$ cat src/rtl/serial_tx_pkg.sv
// Shared FSM state encoding and serial line levels for the frame transmitter.
// PARITY exists only when SERIAL_TX_PARITY_EN is defined.
package serial_tx_pkg;

    typedef enum logic [2:0] {
        IDLE,
        START,
        DATA,
`ifdef SERIAL_TX_PARITY_EN
        PARITY,
`endif
        STOP
    } tx_state_t;

    localparam logic START_LVL = 1'b0;
    localparam logic STOP_LVL  = 1'b1;
    localparam logic IDLE_LVL  = 1'b1;

endpackage

$ cat src/rtl/piso_shift_reg.sv
// Parallel-in serial-out shift register: load wins over shift, shifts right, LSB out.
// Latency: one cycle from load/shift to the new lsb value.
module piso_shift_reg #(
    parameter int N = 8
) (
    input  logic         clk,
    input  logic         reset_n,
    input  logic         load,
    input  logic         shift,
    input  logic [N-1:0] data,
    output logic         lsb
);

    logic [N-1:0] q;

    always_ff @(posedge clk) begin
        if (!reset_n) begin
            q <= '0;
        end else if (load) begin
            q <= data;
        end else if (shift) begin
            q <= {1'b0, q[N-1:1]};
        end
    end

    assign lsb = q[0];

endmodule

$ cat src/rtl/serial_frame_tx.sv
// Serial frame transmitter: start, N data bits LSB first, optional parity (SERIAL_TX_PARITY_EN), stop.
// Latency: start bit on SO the cycle after accept; each bit held BAUD_DIV cycles.
// Backpressure: ready_out high only in IDLE; valid_in while busy is dropped, never queued.
module serial_frame_tx
    import serial_tx_pkg::*;
#(
    parameter int N        = 8,
    parameter int BAUD_DIV = 4
) (
    input  logic         clk,
    input  logic         reset_n,
    input  logic [N-1:0] data_in,
    input  logic         valid_in,
    output logic         ready_out,
    output logic         SO,
    output logic         busy,
    output logic         done
);

    localparam int DW = $clog2(BAUD_DIV + 1);
    localparam int BW = $clog2(N + 1);

    tx_state_t     state;
    logic [DW-1:0] div_cnt;
    logic [BW-1:0] bit_cnt;
    logic          line_q;
    logic          sr_lsb;

    logic          accept;
    logic          bit_end;
    logic [DW-1:0] div_nxt;

    assign accept  = valid_in && ready_out;
    assign bit_end = (div_cnt == DW'(BAUD_DIV - 1));
    assign div_nxt = div_cnt + 1'b1;

    piso_shift_reg #(.N(N)) u_sr (
        .clk     (clk),
        .reset_n (reset_n),
        .load    (accept),
        .shift   ((state == DATA) && bit_end),
        .data    (data_in),
        .lsb     (sr_lsb)
    );

`ifdef SERIAL_TX_PARITY_EN
    logic par_q;

    always_ff @(posedge clk) begin
        if (!reset_n) begin
            par_q <= 1'b0;
        end else if (accept) begin
            par_q <= ^data_in;
        end
    end
`endif

    always_ff @(posedge clk) begin
        if (!reset_n) begin
            state     <= IDLE;
            div_cnt   <= '0;
            bit_cnt   <= '0;
            line_q    <= IDLE_LVL;
            ready_out <= 1'b1;
            busy      <= 1'b0;
            done      <= 1'b0;
        end else begin
            done <= 1'b0;
            case (state)
                IDLE: begin
                    if (accept) begin
                        state     <= START;
                        line_q    <= START_LVL;
                        ready_out <= 1'b0;
                        busy      <= 1'b1;
                        div_cnt   <= '0;
                        bit_cnt   <= '0;
                    end
                end
                START: begin
                    if (bit_end) begin
                        div_cnt <= '0;
                        state   <= DATA;
                    end else begin
                        div_cnt <= div_nxt;
                    end
                end
                DATA: begin
                    if (bit_end) begin
                        div_cnt <= '0;
                        if (bit_cnt == BW'(N - 1)) begin
                            bit_cnt <= '0;
`ifdef SERIAL_TX_PARITY_EN
                            state   <= PARITY;
                            line_q  <= par_q;
`else
                            state   <= STOP;
                            line_q  <= STOP_LVL;
                            done    <= (BAUD_DIV == 1);
`endif
                        end else begin
                            bit_cnt <= bit_cnt + 1'b1;
                        end
                    end else begin
                        div_cnt <= div_nxt;
                    end
                end
`ifdef SERIAL_TX_PARITY_EN
                PARITY: begin
                    if (bit_end) begin
                        div_cnt <= '0;
                        state   <= STOP;
                        line_q  <= STOP_LVL;
                        done    <= (BAUD_DIV == 1);
                    end else begin
                        div_cnt <= div_nxt;
                    end
                end
`endif
                STOP: begin
                    if (bit_end) begin
                        div_cnt   <= '0;
                        state     <= IDLE;
                        line_q    <= IDLE_LVL;
                        ready_out <= 1'b1;
                        busy      <= 1'b0;
                    end else begin
                        // done is registered, so raise it one cycle ahead of the final STOP cycle
                        div_cnt <= div_nxt;
                        done    <= (div_nxt == DW'(BAUD_DIV - 1));
                    end
                end
                default: begin
                    state     <= IDLE;
                    line_q    <= IDLE_LVL;
                    ready_out <= 1'b1;
                    busy      <= 1'b0;
                end
            endcase
        end
    end

    // data bits come straight from the shift register; all other bits from the line level flop
    assign SO = (state == DATA) ? sr_lsb : line_q;

endmodule

$ cat config.mk
export PLATFORM = sky130hd
export DESIGN_NAME = serial_frame_tx
export DESIGN_NICKNAME = d
export VERILOG_FILES = /design/src/rtl/serial_tx_pkg.sv /design/src/rtl/piso_shift_reg.sv /design/src/rtl/serial_frame_tx.sv
export SDC_FILE = /design/constraint.sdc
export NUM_CORES = 1
export LEC_CHECK = 0
export ABC_CLOCK_PERIOD_IN_PS = 2300
export CAP_MARGIN = 15
export CORE_ASPECT_RATIO = 1.4
export CORE_MARGIN = 2
export CORE_UTILIZATION = 55
export DETAILED_ROUTE_END_ITERATION = 16
export PLACE_DENSITY = 0.9
export SYNTH_ARGS = -nofsm -noshare
export SYNTH_HDL_FRONTEND = slang
export SYNTH_SLANG_ARGS = --single-unit
$ cat constraint.sdc
create_clock -name clk -period 2.3 [get_ports clk]
set_clock_uncertainty 0.2 [all_clocks]
set_input_delay 0.23 -clock clk [delete_from_list [all_inputs] [get_ports clk]]
set_output_delay 0.23 -clock clk [all_outputs]
set_load 0.01 [all_outputs]
==> metrics.md, run 1 <==
| Metric | Value |
|---|---|
| Flip-flop cell with the highest count after synthesis | `sky130_fd_sc_hd__dfxtp_1` |
| Register-to-Register Setup Slack | `0.25 ns` |
| Unrepaired setup endpoints after global routing | `false` |
| Multi-input gate area | `787 um^2` |
| Total of flip-flops plus latches after synthesis | `21` |
| Sort of element at the start of the critical path | `flop` |
| Average wire per standard cell | `15.5 um` |
| Antenna violations before repair | `0` |
| Peak clock frequency supported by timing | `~0.45 GHz` |
| Total negative setup slack | `0 ns` |
| Worst Setup Path Type | `flop to output port` |
| Setup slack after placement | `0.253 ns` |
| Detailed-route wire length | `2690 um` |
| Area of the mapped netlist | `0.00129 mm^2` |
| Sequential area share after synthesis | `roughly a third` |
| Launch instance of the worst min-delay path | `u_sr.q[7]` |
| Antenna fix cells | `0` |
| Antenna-violating nets left | `0` |
| Number of enable flip-flop cells after synthesis | `0` |
| Origin of the critical flop-to-flop path | `div_cnt[0]` |
| Final setup violating endpoints | `0` |
| Worst Path Required | `about 1.9 ns` |
| Maximum VDD drop | `0.779 mV` |
| Number of vias in the routed layout | `1049` |
| Largest family of logic cells by synthesized area | `simple AND/OR/NAND/NOR gates` |
| First-pass GRT wire length | `4560 um` |
| Proportion of register bits with asynchronous set or reset after synthesis | `0%` |
| Clock network latency to the later pin of the worst-skew pair | `~0.32 ns` |
| Clock tree from TritonCTS | `done` |
| Boundary Pins | `15` |
| Number of detailed-routing iterations run before antenna repair | `4` |
| Final Worst Setup Slack | `approximately 0.085 ns` |
| Placed Cells | `170` |
| Number of placement rows | `20` |
| Cell count of the worst reg-to-reg path | `6` |
| Number of nets in the finished design | `between 150 and 200` |
| Number of global-route vias before repair | `1019` |
| Count of input and output buffers | `14` |
| Number of failing hold endpoints at the final stage | `0` |
| Total nets after synthesis | `~160` |
| Number of max-slew violations in the final report | `0` |
| Chip height | `61.2 um` |
| Residual DRC count | `0` |
| Reg area | `around 420 um^2` |
| Clock transition at the registers of the reported paths | `0.12 ns` |
| Unique cell type count in the Yosys netlist | `37` |
| Hold Path Class | `flop to flop` |
| Post-layout instance count excluding filler cells | `174` |
| RR Endpoint | `u_sr.q[6]` |
| Arrival time of the worst setup path | `1.78 ns` |
| Clock sink total | `21` |
| Number of synthesis warnings | `0` |
| Clock Path Buffers | `2` |
| Power density over the cells | `1010 mW/mm^2` |
| Final weighted congestion in routability-driven placement | `a little under 0.8` |
| DIE WIDTH | `44.9 um` |
| Hold_buf cts | `0` |
| Cell count of the worst hold path | `2` |
| Multiplexer area fraction after synthesis | `a little under 5%` |
| Minimum hold slack | `0.304 ns` |
| Area of the core | `0.00220 mm^2` |
| Post-synthesis share of cell area spent on and, or, nand and nor gates | `22.9%` |
| Number of filler cells placed in the layout | `186` |
| Number of buffers inserted by post-CTS setup repair | `0` |
| Initial cell density of the core | `58.4%` |
| Worst max-slew margin expressed relative to the limit | `between 40% and 50%` |
| 1st-iter DRT viols | `27` |
| Synth Area in XOR/XNOR | `0%` |
| Number of vias per cell | `6.03` |
| Proportion of layout cells with a drive suffix above 1 | `10.5%` |
| Commonest non-fill, non-tap cell in the layout | `sky130_fd_sc_hd__dfxtp_1` |
| Per-instance average area after synthesis | `9.32 um^2` |
| H-tree Lvls | `1` |
| Total routing resource utilization after global routing | `22.7%` |
| CTS buffer count | `3` |
| Clk root buf | `sky130_fd_sc_hd__clkbuf_4` |
| Largest net degree at the start of global routing | `24` |
| Compound-Gate Fraction of Synth Area | `21.8%` |
| Area growth from synthesis to final layout | `13.0%` |
| Maximum capacitance violations | `0` |
| End point of the worst hold path | `u_sr.q[7]` |
| Run status | `finished clean` |
| Most frequent cells in the layout | `sky130_fd_sc_hd__dfxtp_1, sky130_fd_sc_hd__nand3_1, sky130_fd_sc_hd__nand2_1, sky130_fd_sc_hd__clkdlybuf4s50_1, sky130_fd_sc_hd__ha_1` |
| Leak | `about 0.66 nW` |
| Peak fanout along the critical path | `4` |
| Total congestion overflow | `0` |
| Final period demand of the worst path | `roughly 2.2 ns` |
| Fraction of the mapped netlist area in adder cells | `between 10% and 20%` |
| Worst Max-Slew Pin Slew | `roughly 0.8 ns` |
| Post-DP HPWL | `2070 um` |
| Final clock period utilization by the worst path | `96.3%` |
| Floorplan die area | `approximately 0.0027 mm^2` |
| Endpoint type of the worst setup path | `output port` |
| Number of instances in the synthesized netlist | `138` |
-- cells by family after synthesis --
| logic type | Yosys count |
|---|---|
| adder cells (fa/ha/maj) | 12 |
| flip-flops | 21 |
| multiplexers | 6 |
| AND/OR/NAND/NOR | 56 |
| buffers and inverters | 14 |
| AO/OA/AOI/OAI | 29 |
-- what timing repair did --
item / 4_1_cts / 5_1_grt
hold endpoints to repair: 0 / 0
gates resized for setup: 0 / 1
endpoints found under the setup margin: 0 / 1
-- layer usage --
layer / part of all wire, % / vias up / track usage, %
met5: 0 / - / 0
met4: 1.9 / 0 / 10.5
met3: 2.0 / 5 / 2.05
met2: 57 / 16 / 44.7
met1: 39 / 508 / 23.4
li1: - / 520 / -
-- cells in the mapped netlist (2+ instances only) --
library cell | instances | area (um^2)
sky130_fd_sc_hd__dfxtp_1 | 21 | 420
sky130_fd_sc_hd__inv_1 | 6 | 22.5
sky130_fd_sc_hd__nand3_1 | 19 | 95.1
sky130_fd_sc_hd__ha_1 | 12 | 150
sky130_fd_sc_hd__mux2i_1 | 4 | 40.0
sky130_fd_sc_hd__nand2_1 | 17 | 63.8
sky130_fd_sc_hd__o21ai_0 | 3 | 15.0
sky130_fd_sc_hd__nor2b_1 | 4 | 25.0
sky130_fd_sc_hd__a21boi_1 | 5 | 37.5
sky130_fd_sc_hd__o21ai_1 | 2 | 10.0
sky130_fd_sc_hd__mux2_2 | 2 | 22.5
sky130_fd_sc_hd__o211a_1 | 7 | 70.1
sky130_fd_sc_hd__buf_2 | 3 | 15.0
sky130_fd_sc_hd__o21a_1 | 2 | 15.0
sky130_fd_sc_hd__a2111oi_4 | 2 | 55.1
sky130_fd_sc_hd__nor2_1 | 5 | 18.8
sky130_fd_sc_hd__buf_6 | 3 | 33.8
sky130_fd_sc_hd__clkbuf_1 | 2 | 7.51
-- worst max-delay path by stage --
stage | from | to | slack, ns | cells past startpoint
final | state[0] | SO | 0.09 | 4
after global routing | state[0] | SO | 0.04 | 4
after CTS | state[0] | SO | 0.05 | 4
after detailed placement | div_cnt[0] | line_q | 0.25 | 6
after global placement | div_cnt[0] | line_q | 0.38 | 6
after floorplan | state[0] | line_q | 0.40 | 7
-- critical path: stages, from the launching register on --
cell	delay (ns)
sky130_fd_sc_hd__dfxtp_1	0.42
sky130_fd_sc_hd__inv_2	0.08
sky130_fd_sc_hd__ha_1	0.22
sky130_fd_sc_hd__mux2_2	0.22
sky130_fd_sc_hd__clkdlybuf4s50_1	0.52
-- where the power goes --
part           total, W  switching [W]  internal, W  leakage [nW]
Clock          0.000191       0.000123    0.0000681        0.0150
Combinational  0.000775       0.000417     0.000358         0.478
Sequential     0.000502      0.0000667     0.000436         0.172
-- sequential cells by signal (all words and copies together), names as in the netlist --
| name | count |
|---|---|
| line_q | 1 |
| busy | 1 |
| u_sr.q | 8 |
| ready_out | 1 |
| bit_cnt | 4 |
| done | 1 |
| div_cnt | 3 |
| state | 2 |
-- per-stage QoR --
step	cell area [um^2]	total power [W]	util (%)
after floorplan	1290	0.00110	-
after global placement	1430	0.00123	64.8
after detailed placement	1430	0.00128	64.8
after CTS	1450	0.00146	66.0
after global routing	1450	0.00156	66.0
final	1450	0.00147	66.0
-- layout make-up --
cell class	instances	share of cell area, %
sequential	21	28.9
timing repair buffer	18	11.7
tap	22	1.89
inverter	6	1.55
clock buffer	4	1.81
multi-input combinational	103	54.1
Note: power is estimated with default switching activity, not from simulation.
==> run 2: changes to the inputs <==
--- a/config.mk
+++ b/config.mk
@@ -10,8 +10,9 @@
 export CORE_ASPECT_RATIO = 1.4
 export CORE_MARGIN = 2
 export CORE_UTILIZATION = 55
+export CTS_CLUSTER_DIAMETER = 30
 export DETAILED_ROUTE_END_ITERATION = 16
-export PLACE_DENSITY = 0.9
+export PLACE_DENSITY = 0.82
 export SYNTH_ARGS = -nofsm -noshare
 export SYNTH_HDL_FRONTEND = slang
 export SYNTH_SLANG_ARGS = --single-unit
==> run 2 against run 1 <==
- design area barely moved
- worst setup slack improved by 0.0052 ns
- core utilization rose by 0.057 points
- fmax rose by 0.23%
- critical path depth did not move
- first-iteration DRC count fell by 30%
- cell count did not move
- wire length fell by 8.6%
- clock power fell by 5%
==> metrics.md, run 2 (synthesis results as in run 1) <==
| Metric | Value |
|---|---|
| Run status | `finished clean` |
| Power density over the cells | `982 mW/mm^2 (-2.7%)` |
| Worst Setup Path Type | `flop to output port` |
| Hold Path Class | `flop to flop` |
| Launch instance of the worst min-delay path | `u_sr.q[7]` |
| Hold_buf cts | `0 (unchanged)` |
| Biggest register | `u_sr.q` |
| Largest net degree at the start of global routing | `16 (-33%)` |
| Area growth from synthesis to final layout | `13.1% (about the same)` |
| Total routing resource utilization after global routing | `19.9% (-2.8 points)` |
| Unrepaired setup endpoints after global routing | `false` |
| Detailed-route wire length | `2460 um (-8.6%)` |
| Clock sink total | `21 (unchanged)` |
| Number of max-slew violations in the final report | `0 (unchanged)` |
| Cell count of the worst reg-to-reg path | `6 (unchanged)` |
| Clock network latency to the later pin of the worst-skew pair | `0.31 ns (about the same)` |
| Largest registers ranked by flip-flop count | `u_sr.q x8, bit_cnt x4, div_cnt x3` |
| Floorplan die area | `0.00275 mm^2 (unchanged)` |
| Clock transition at the registers of the reported paths | `0.12 ns (about the same)` |
| CTS buffer count | `3 (unchanged)` |
| Antenna violations before repair | `0 (unchanged)` |
| Peak clock frequency supported by timing | `0.453 GHz (+0.23%)` |
| Final setup violating endpoints | `0 (unchanged)` |
| Cell count of the worst hold path | `2 (unchanged)` |
| Post-DP HPWL | `1960 um (-5.2%)` |
| Reg area | `420 um^2 (unchanged)` |
| Sequence of cells on the critical path | `inv_2 > ha_1 > mux2_2 > clkdlybuf4s50_1` |
| First-pass GRT wire length | `4050 um (-11%)` |
| Total congestion overflow | `0 (unchanged)` |
| Origin of the critical flop-to-flop path | `div_cnt[0]` |
| Clk root buf | `sky130_fd_sc_hd__clkbuf_4` |
| Slowest CP cell | `sky130_fd_sc_hd__clkdlybuf4s50_1` |
| Antenna fix cells | `0 (unchanged)` |
| Number of placement rows | `20 (unchanged)` |
| Number of buffers inserted by post-CTS setup repair | `0 (unchanged)` |
| Total negative setup slack | `0 ns (unchanged)` |
| Peak fanout along the critical path | `4 (unchanged)` |
| Count of input and output buffers | `14 (unchanged)` |
| Worst Path Required | `1.87 ns (about the same)` |
| Maximum VDD drop | `0.647 mV (-17%)` |
| Initial cell density of the core | `58.4% (unchanged)` |
| Setup slack after placement | `0.285 ns (+0.0318 ns)` |
| Number of failing hold endpoints at the final stage | `0 (unchanged)` |
| Number of filler cells placed in the layout | `180 (-3.2%)` |
| Number of nets in the finished design | `176 (unchanged)` |
| Chip height | `61.2 um (unchanged)` |
| Number of global-route vias before repair | `997 (-2.2%)` |
| Endpoint type of the worst setup path | `output port` |
| Final weighted congestion in routability-driven placement | `0.799 (+0.45%)` |
| Leak | `0.668 nW (+0.47%)` |
| Final clock period utilization by the worst path | `96.1% (-0.23 points)` |
| Worst max-slew margin expressed relative to the limit | `66.3% (+20 points)` |
| End point of the worst hold path | `u_sr.q[7]` |
| Final Worst Setup Slack | `0.0903 ns (+0.00519 ns)` |
| H-tree Lvls | `1 (unchanged)` |
| RR Endpoint | `u_sr.q[0]` |
| Worst Max-Slew Pin Slew | `0.504 ns (-0.295 ns)` |
| Antenna-violating nets left | `0 (unchanged)` |
| Multi-input gate area | `787 um^2 (unchanged)` |
| Final period demand of the worst path | `2.21 ns (-0.00519 ns)` |
| Proportion of layout cells with a drive suffix above 1 | `11.2% (+0.66 points)` |
| Clock tree from TritonCTS | `done` |
| Register-to-Register Setup Slack | `0.29 ns (+0.04 ns)` |
| Number of vias per cell | `5.89 (-2.3%)` |
| DIE WIDTH | `44.9 um (unchanged)` |
| Average wire per standard cell | `14.1 um (-8.6%)` |
| Residual DRC count | `0 (unchanged)` |
| Max reg flops | `8 (unchanged)` |
| Number of detailed-routing iterations run before antenna repair | `4 (unchanged)` |
| Arrival time of the worst setup path | `1.78 ns (about the same)` |
| Sort of element at the start of the critical path | `flop` |
| Area of the core | `0.00220 mm^2 (unchanged)` |
| Highest cell delay on the worst timing path | `0.52 ns (about the same)` |
| Maximum capacitance violations | `0 (unchanged)` |
| Clock Path Buffers | `2 (unchanged)` |
| Number of vias in the routed layout | `1025 (-2.3%)` |
| Boundary Pins | `15 (unchanged)` |
| Most frequent cells in the layout | `sky130_fd_sc_hd__dfxtp_1, sky130_fd_sc_hd__nand3_1, sky130_fd_sc_hd__nand2_1, sky130_fd_sc_hd__clkdlybuf4s50_1, sky130_fd_sc_hd__ha_1` |
| Commonest non-fill, non-tap cell in the layout | `sky130_fd_sc_hd__dfxtp_1` |
| 1st-iter DRT viols | `19 (-30%)` |
run 2: per-layer routing:
metal / GRT usage (%) / vias to the layer above / share of wire, %
met1: 20.1 / 488 / 41
met4: 7.56 / 0 / 0.77
met5: 0 / - / 0
li1: - / 521 / -
met2: 39.3 / 14 / 56
met3: 3.52 / 2 / 2.3
run 2: through the flow:
step | utilization, % | area [um^2] | instances | total power [W] | hold slack, ns
after floorplan | - | 1290 | 138 | 0.00110 | 0.170
after global placement | 64.8 | 1430 | 170 | 0.00123 | 0.270
after detailed placement | 64.8 | 1430 | 170 | 0.00126 | 0.283
after CTS | 66.1 | 1460 | 174 | 0.00144 | 0.300
after global routing | 66.1 | 1460 | 174 | 0.00153 | 0.321
final | 66.1 | 1460 | 174 | 0.00143 | 0.302
run 2: worst max-delay path by stage:
stage                     slack [ns]      to  startpoint
after floorplan                 0.40  line_q    state[0]
after global placement          0.38  line_q    state[1]
after detailed placement        0.28  line_q    state[0]
after CTS                       0.05      SO    state[0]
after global routing            0.04      SO    state[0]
final                           0.09      SO    state[0]
run 2: repair_timing:
item                                    CTS  global route
hold endpoints to repair                  0             0
resized for setup                         0             1
endpoints found under the setup margin    0             1
run 2: where the power goes:
part / total [W] / switching, W / internal, W
clock: 0.000182 / 0.000117 / 0.0000649
combinational: 0.000736 / 0.000386 / 0.000350
sequential: 0.000512 / 0.0000766 / 0.000435
run 2: worst max-delay path, delay by kind of cell, from the launching register on:
family | cells | cell delay [ns]
buffers and inverters | 2 | 0.60
flip-flops | 1 | 0.42
adder cells (fa/ha/maj) | 1 | 0.22
multiplexers | 1 | 0.23
run 2: area by class of cell:
cell class              count  area share (%)
repair buffers             18            11.7
flip-flops and latches     21            28.9
clock inverters             1           0.344
multi-input cells         103            54.1
well taps                  22            1.89
clock buffers               3            1.55
inverters                   6            1.55
==> run 3: changes to the inputs <==
--- a/config.mk
+++ b/config.mk
@@ -9,10 +9,11 @@
 export CAP_MARGIN = 15
 export CORE_ASPECT_RATIO = 1.4
 export CORE_MARGIN = 2
-export CORE_UTILIZATION = 55
+export CORE_UTILIZATION = 51
 export CTS_CLUSTER_DIAMETER = 30
 export DETAILED_ROUTE_END_ITERATION = 16
-export PLACE_DENSITY = 0.82
+export PLACE_DENSITY = 0.77
 export SYNTH_ARGS = -nofsm -noshare
 export SYNTH_HDL_FRONTEND = slang
 export SYNTH_SLANG_ARGS = --single-unit
+export TNS_END_PERCENT = 1
==> constraint.sdc (replaced) <==
create_clock -name clk -period 2.3 [get_ports clk]
set_clock_uncertainty 0.2 [all_clocks]
set_input_delay 0.575 -clock clk [delete_from_list [all_inputs] [get_ports clk]]
set_output_delay 0.575 -clock clk [all_outputs]
set_load 0.01 [all_outputs]
==> run 3 against run 2 <==
- design area rose by 4.1%
- worst hold slack got worse by 0.017 ns
- critical path depth did not move
- register-to-register slack got worse by 0.03 ns
- wire length barely moved
- count of clock-buffer cells in the layout did not move
- worst setup slack improved by 0.071 ns
- die area rose by 7.2%
- flip-flop and latch count did not move
- largest cell class unchanged
- largest power group unchanged
==> metrics.md, run 3 (synthesis results as in run 1) <==
| Metric | Value |
|---|---|
| Floorplan die area | `0.00295 mm^2 (+7.2%)` |
| Maximum VDD drop | `0.610 mV (-5.7%)` |
| Clock tree from TritonCTS | `done` |
| Final setup violating endpoints | `0 (unchanged)` |
| Clock transition at the registers of the reported paths | `0.11 ns (about the same)` |
| Count of input and output buffers | `14 (unchanged)` |
| First-pass GRT wire length | `4580 um (+13%)` |
| Area of the core | `0.00239 mm^2 (+8.6%)` |
| Peak clock frequency supported by timing | `0.467 GHz (+3.3%)` |
| Hold_buf cts | `0 (unchanged)` |
| Placement-stage cell area | `0.00148 mm^2 (+3.7%)` |
| Post-DP HPWL | `1930 um (-1.6%)` |
| Number of global-route vias before repair | `1103 (+11%)` |
| Total negative setup slack | `0 ns (unchanged)` |
| Chip height | `63.4 um (+3.6%)` |
| DIE WIDTH | `46.4 um (+3.5%)` |
| Worst Setup Path Type | `flop to output port` |
| Number of vias in the routed layout | `1053 (+2.7%)` |
| H-tree Lvls | `1 (unchanged)` |
| Worst Path Required | `1.52 ns (-0.35 ns)` |
| 1st-iter DRT viols | `16 (-3)` |
| Biggest register | `u_sr.q` |
| Clock sink total | `21 (unchanged)` |
| Total routing resource utilization after global routing | `21.0% (+1.1 points)` |
| Most frequent cells in the layout | `sky130_fd_sc_hd__nand3_1, sky130_fd_sc_hd__dfxtp_1, sky130_fd_sc_hd__nand2_1, sky130_fd_sc_hd__clkdlybuf4s50_1, sky130_fd_sc_hd__ha_1` |
| Area growth from synthesis to final layout | `17.8%` |
| Endpoint type of the worst setup path | `output port` |
| Max reg flops | `8 (unchanged)` |
| Placed Cells | `187 (+10%)` |
| Clk root buf | `sky130_fd_sc_hd__clkbuf_4` |
| Sort of element at the start of the critical path | `flop` |
| Total congestion overflow | `0 (unchanged)` |
| Arrival time of the worst setup path | `1.36 ns (-0.42 ns)` |
| Final clock period utilization by the worst path | `93.0% (-3.1 points)` |
| Worst Max-Slew Pin Slew | `0.375 ns (-0.130 ns)` |
| Final period demand of the worst path | `2.14 ns (-0.0705 ns)` |
| Hold Path Class | `flop to flop` |
| Origin of the critical flop-to-flop path | `div_cnt[0]` |
| Final weighted congestion in routability-driven placement | `0.734 (-8.2%)` |
| Antenna violations before repair | `0 (unchanged)` |
| CTS buffer count | `3 (unchanged)` |
| Register-to-Register Setup Slack | `0.26 ns (-0.03 ns)` |
| Number of max-slew violations in the final report | `0 (unchanged)` |
| Number of vias per cell | `5.48 (-6.9%)` |
| Average wire per standard cell | `12.8 um (-9.3%)` |
| Leak | `0.695 nW (+4.1%)` |
| Proportion of layout cells with a drive suffix above 1 | `17.1% (+5.9 points)` |
| Antenna fix cells | `0 (unchanged)` |
| Largest net degree at the start of global routing | `24 (+8)` |
| Number of nets in the finished design | `182 (+3.4%)` |
| Cell count of the worst hold path | `2 (unchanged)` |
| Run status | `finished clean` |
| Largest registers ranked by flip-flop count | `u_sr.q x8, bit_cnt x4, div_cnt x3` |
| Worst setup startpoint | `state[0]` |
| Power density over the cells | `980 mW/mm^2 (-0.25%)` |
| Final Cell Area | `0.00152 mm^2 (+4.1%)` |
| RR Endpoint | `state[0]` |
| Number of detailed-routing iterations run before antenna repair | `4 (unchanged)` |
| Antenna-violating nets left | `0 (unchanged)` |
| Initial cell density of the core | `53.8% (-4.6 points)` |
| Critical path capture point | `SO` |
| Post-layout instance count excluding filler cells | `192 (+10%)` |
| Peak fanout along the critical path | `4 (unchanged)` |
| Total power draw | `0.00148 W (+3.9%)` |
| Launch instance of the worst min-delay path | `u_sr.q[7]` |
| Cell count of the worst reg-to-reg path | `6 (unchanged)` |
| Clock network latency to the later pin of the worst-skew pair | `0.31 ns (about the same)` |
| Detailed-route wire length | `2460 um (about the same)` |
| Fraction of the core area covered by cells at the end of the flow | `63.4% (-2.7 points)` |
| Number of placement rows | `21 (+5.0%)` |
| Worst max-slew margin expressed relative to the limit | `75.0% (+8.7 points)` |
| Number of filler cells placed in the layout | `208 (+16%)` |
| Number of failing hold endpoints at the final stage | `0 (unchanged)` |
| Maximum capacitance violations | `0 (unchanged)` |
| Clock Path Buffers | `2 (unchanged)` |
| Boundary Pins | `15 (unchanged)` |
| Residual DRC count | `0 (unchanged)` |
| Unrepaired setup endpoints after global routing | `false` |
[run 3: worst min path at each step]
stage | end | slack [ns]
after global placement | u_sr.q[7] | 0.27
after global routing | u_sr.q[7] | 0.31
after floorplan | line_q | 0.24
after CTS | u_sr.q[7] | 0.29
after detailed placement | u_sr.q[7] | 0.27
final | u_sr.q[7] | 0.28
[run 3: critical path, stage by stage (launching register included)]
cell	delay, ns
sky130_fd_sc_hd__dfxtp_2	0.34
sky130_fd_sc_hd__inv_2	0.08
sky130_fd_sc_hd__ha_2	0.18
sky130_fd_sc_hd__mux2_2	0.33
sky130_fd_sc_hd__clkbuf_2	0.12
[run 3: through the flow]
stage | setup WS (ns) | hold slack [ns]
3_3_place_gp | 0.115 | 0.271
3_5_place_dp | 0.0630 | 0.272
2_1_floorplan | 0.371 | 0.237
5_1_grt | 0.103 | 0.314
4_1_cts | 0.0480 | 0.290
6_report | 0.161 | 0.284
[run 3: routing by layer]
metal	share of wire [%]	global-route usage, %	up-vias
li1	-	-	529
met1	38	22.4	493
met2	55	36.8	20
met3	2.4	2.01	11
met4	4.1	12.9	0
met5	0	0	-
[run 3: report_power, final]
part / switching, W / leakage, nW / internal (W) / total (W)
Combinational: 0.000418 / 0.505 / 0.000393 / 0.000811
Clock: 0.000115 / 0.0177 / 0.0000650 / 0.000180
Sequential: 0.0000553 / 0.173 / 0.000438 / 0.000494
Total: 0.000588 / 0.695 / 0.000897 / 0.00148
[run 3: cell type report]
class                   instances  area, um^2  share of cell area [%]
inverters                       6        22.5                    1.49
clock inverters                 1        5.00                   0.330
well taps                      34        42.5                    2.81
repair buffers                 24         210                    13.9
clock buffers                   3        22.5                    1.49
multi-input cells             103         790                    52.1
flip-flops and latches         21         423                    27.9
[run 3: timing repair]
item / CTS / global route
setup endpoints to repair: 1 / 1
setup buffers: 1 / 0
gates resized for setup: 6 / 1
endpoints found under the hold margin: 0 / 0
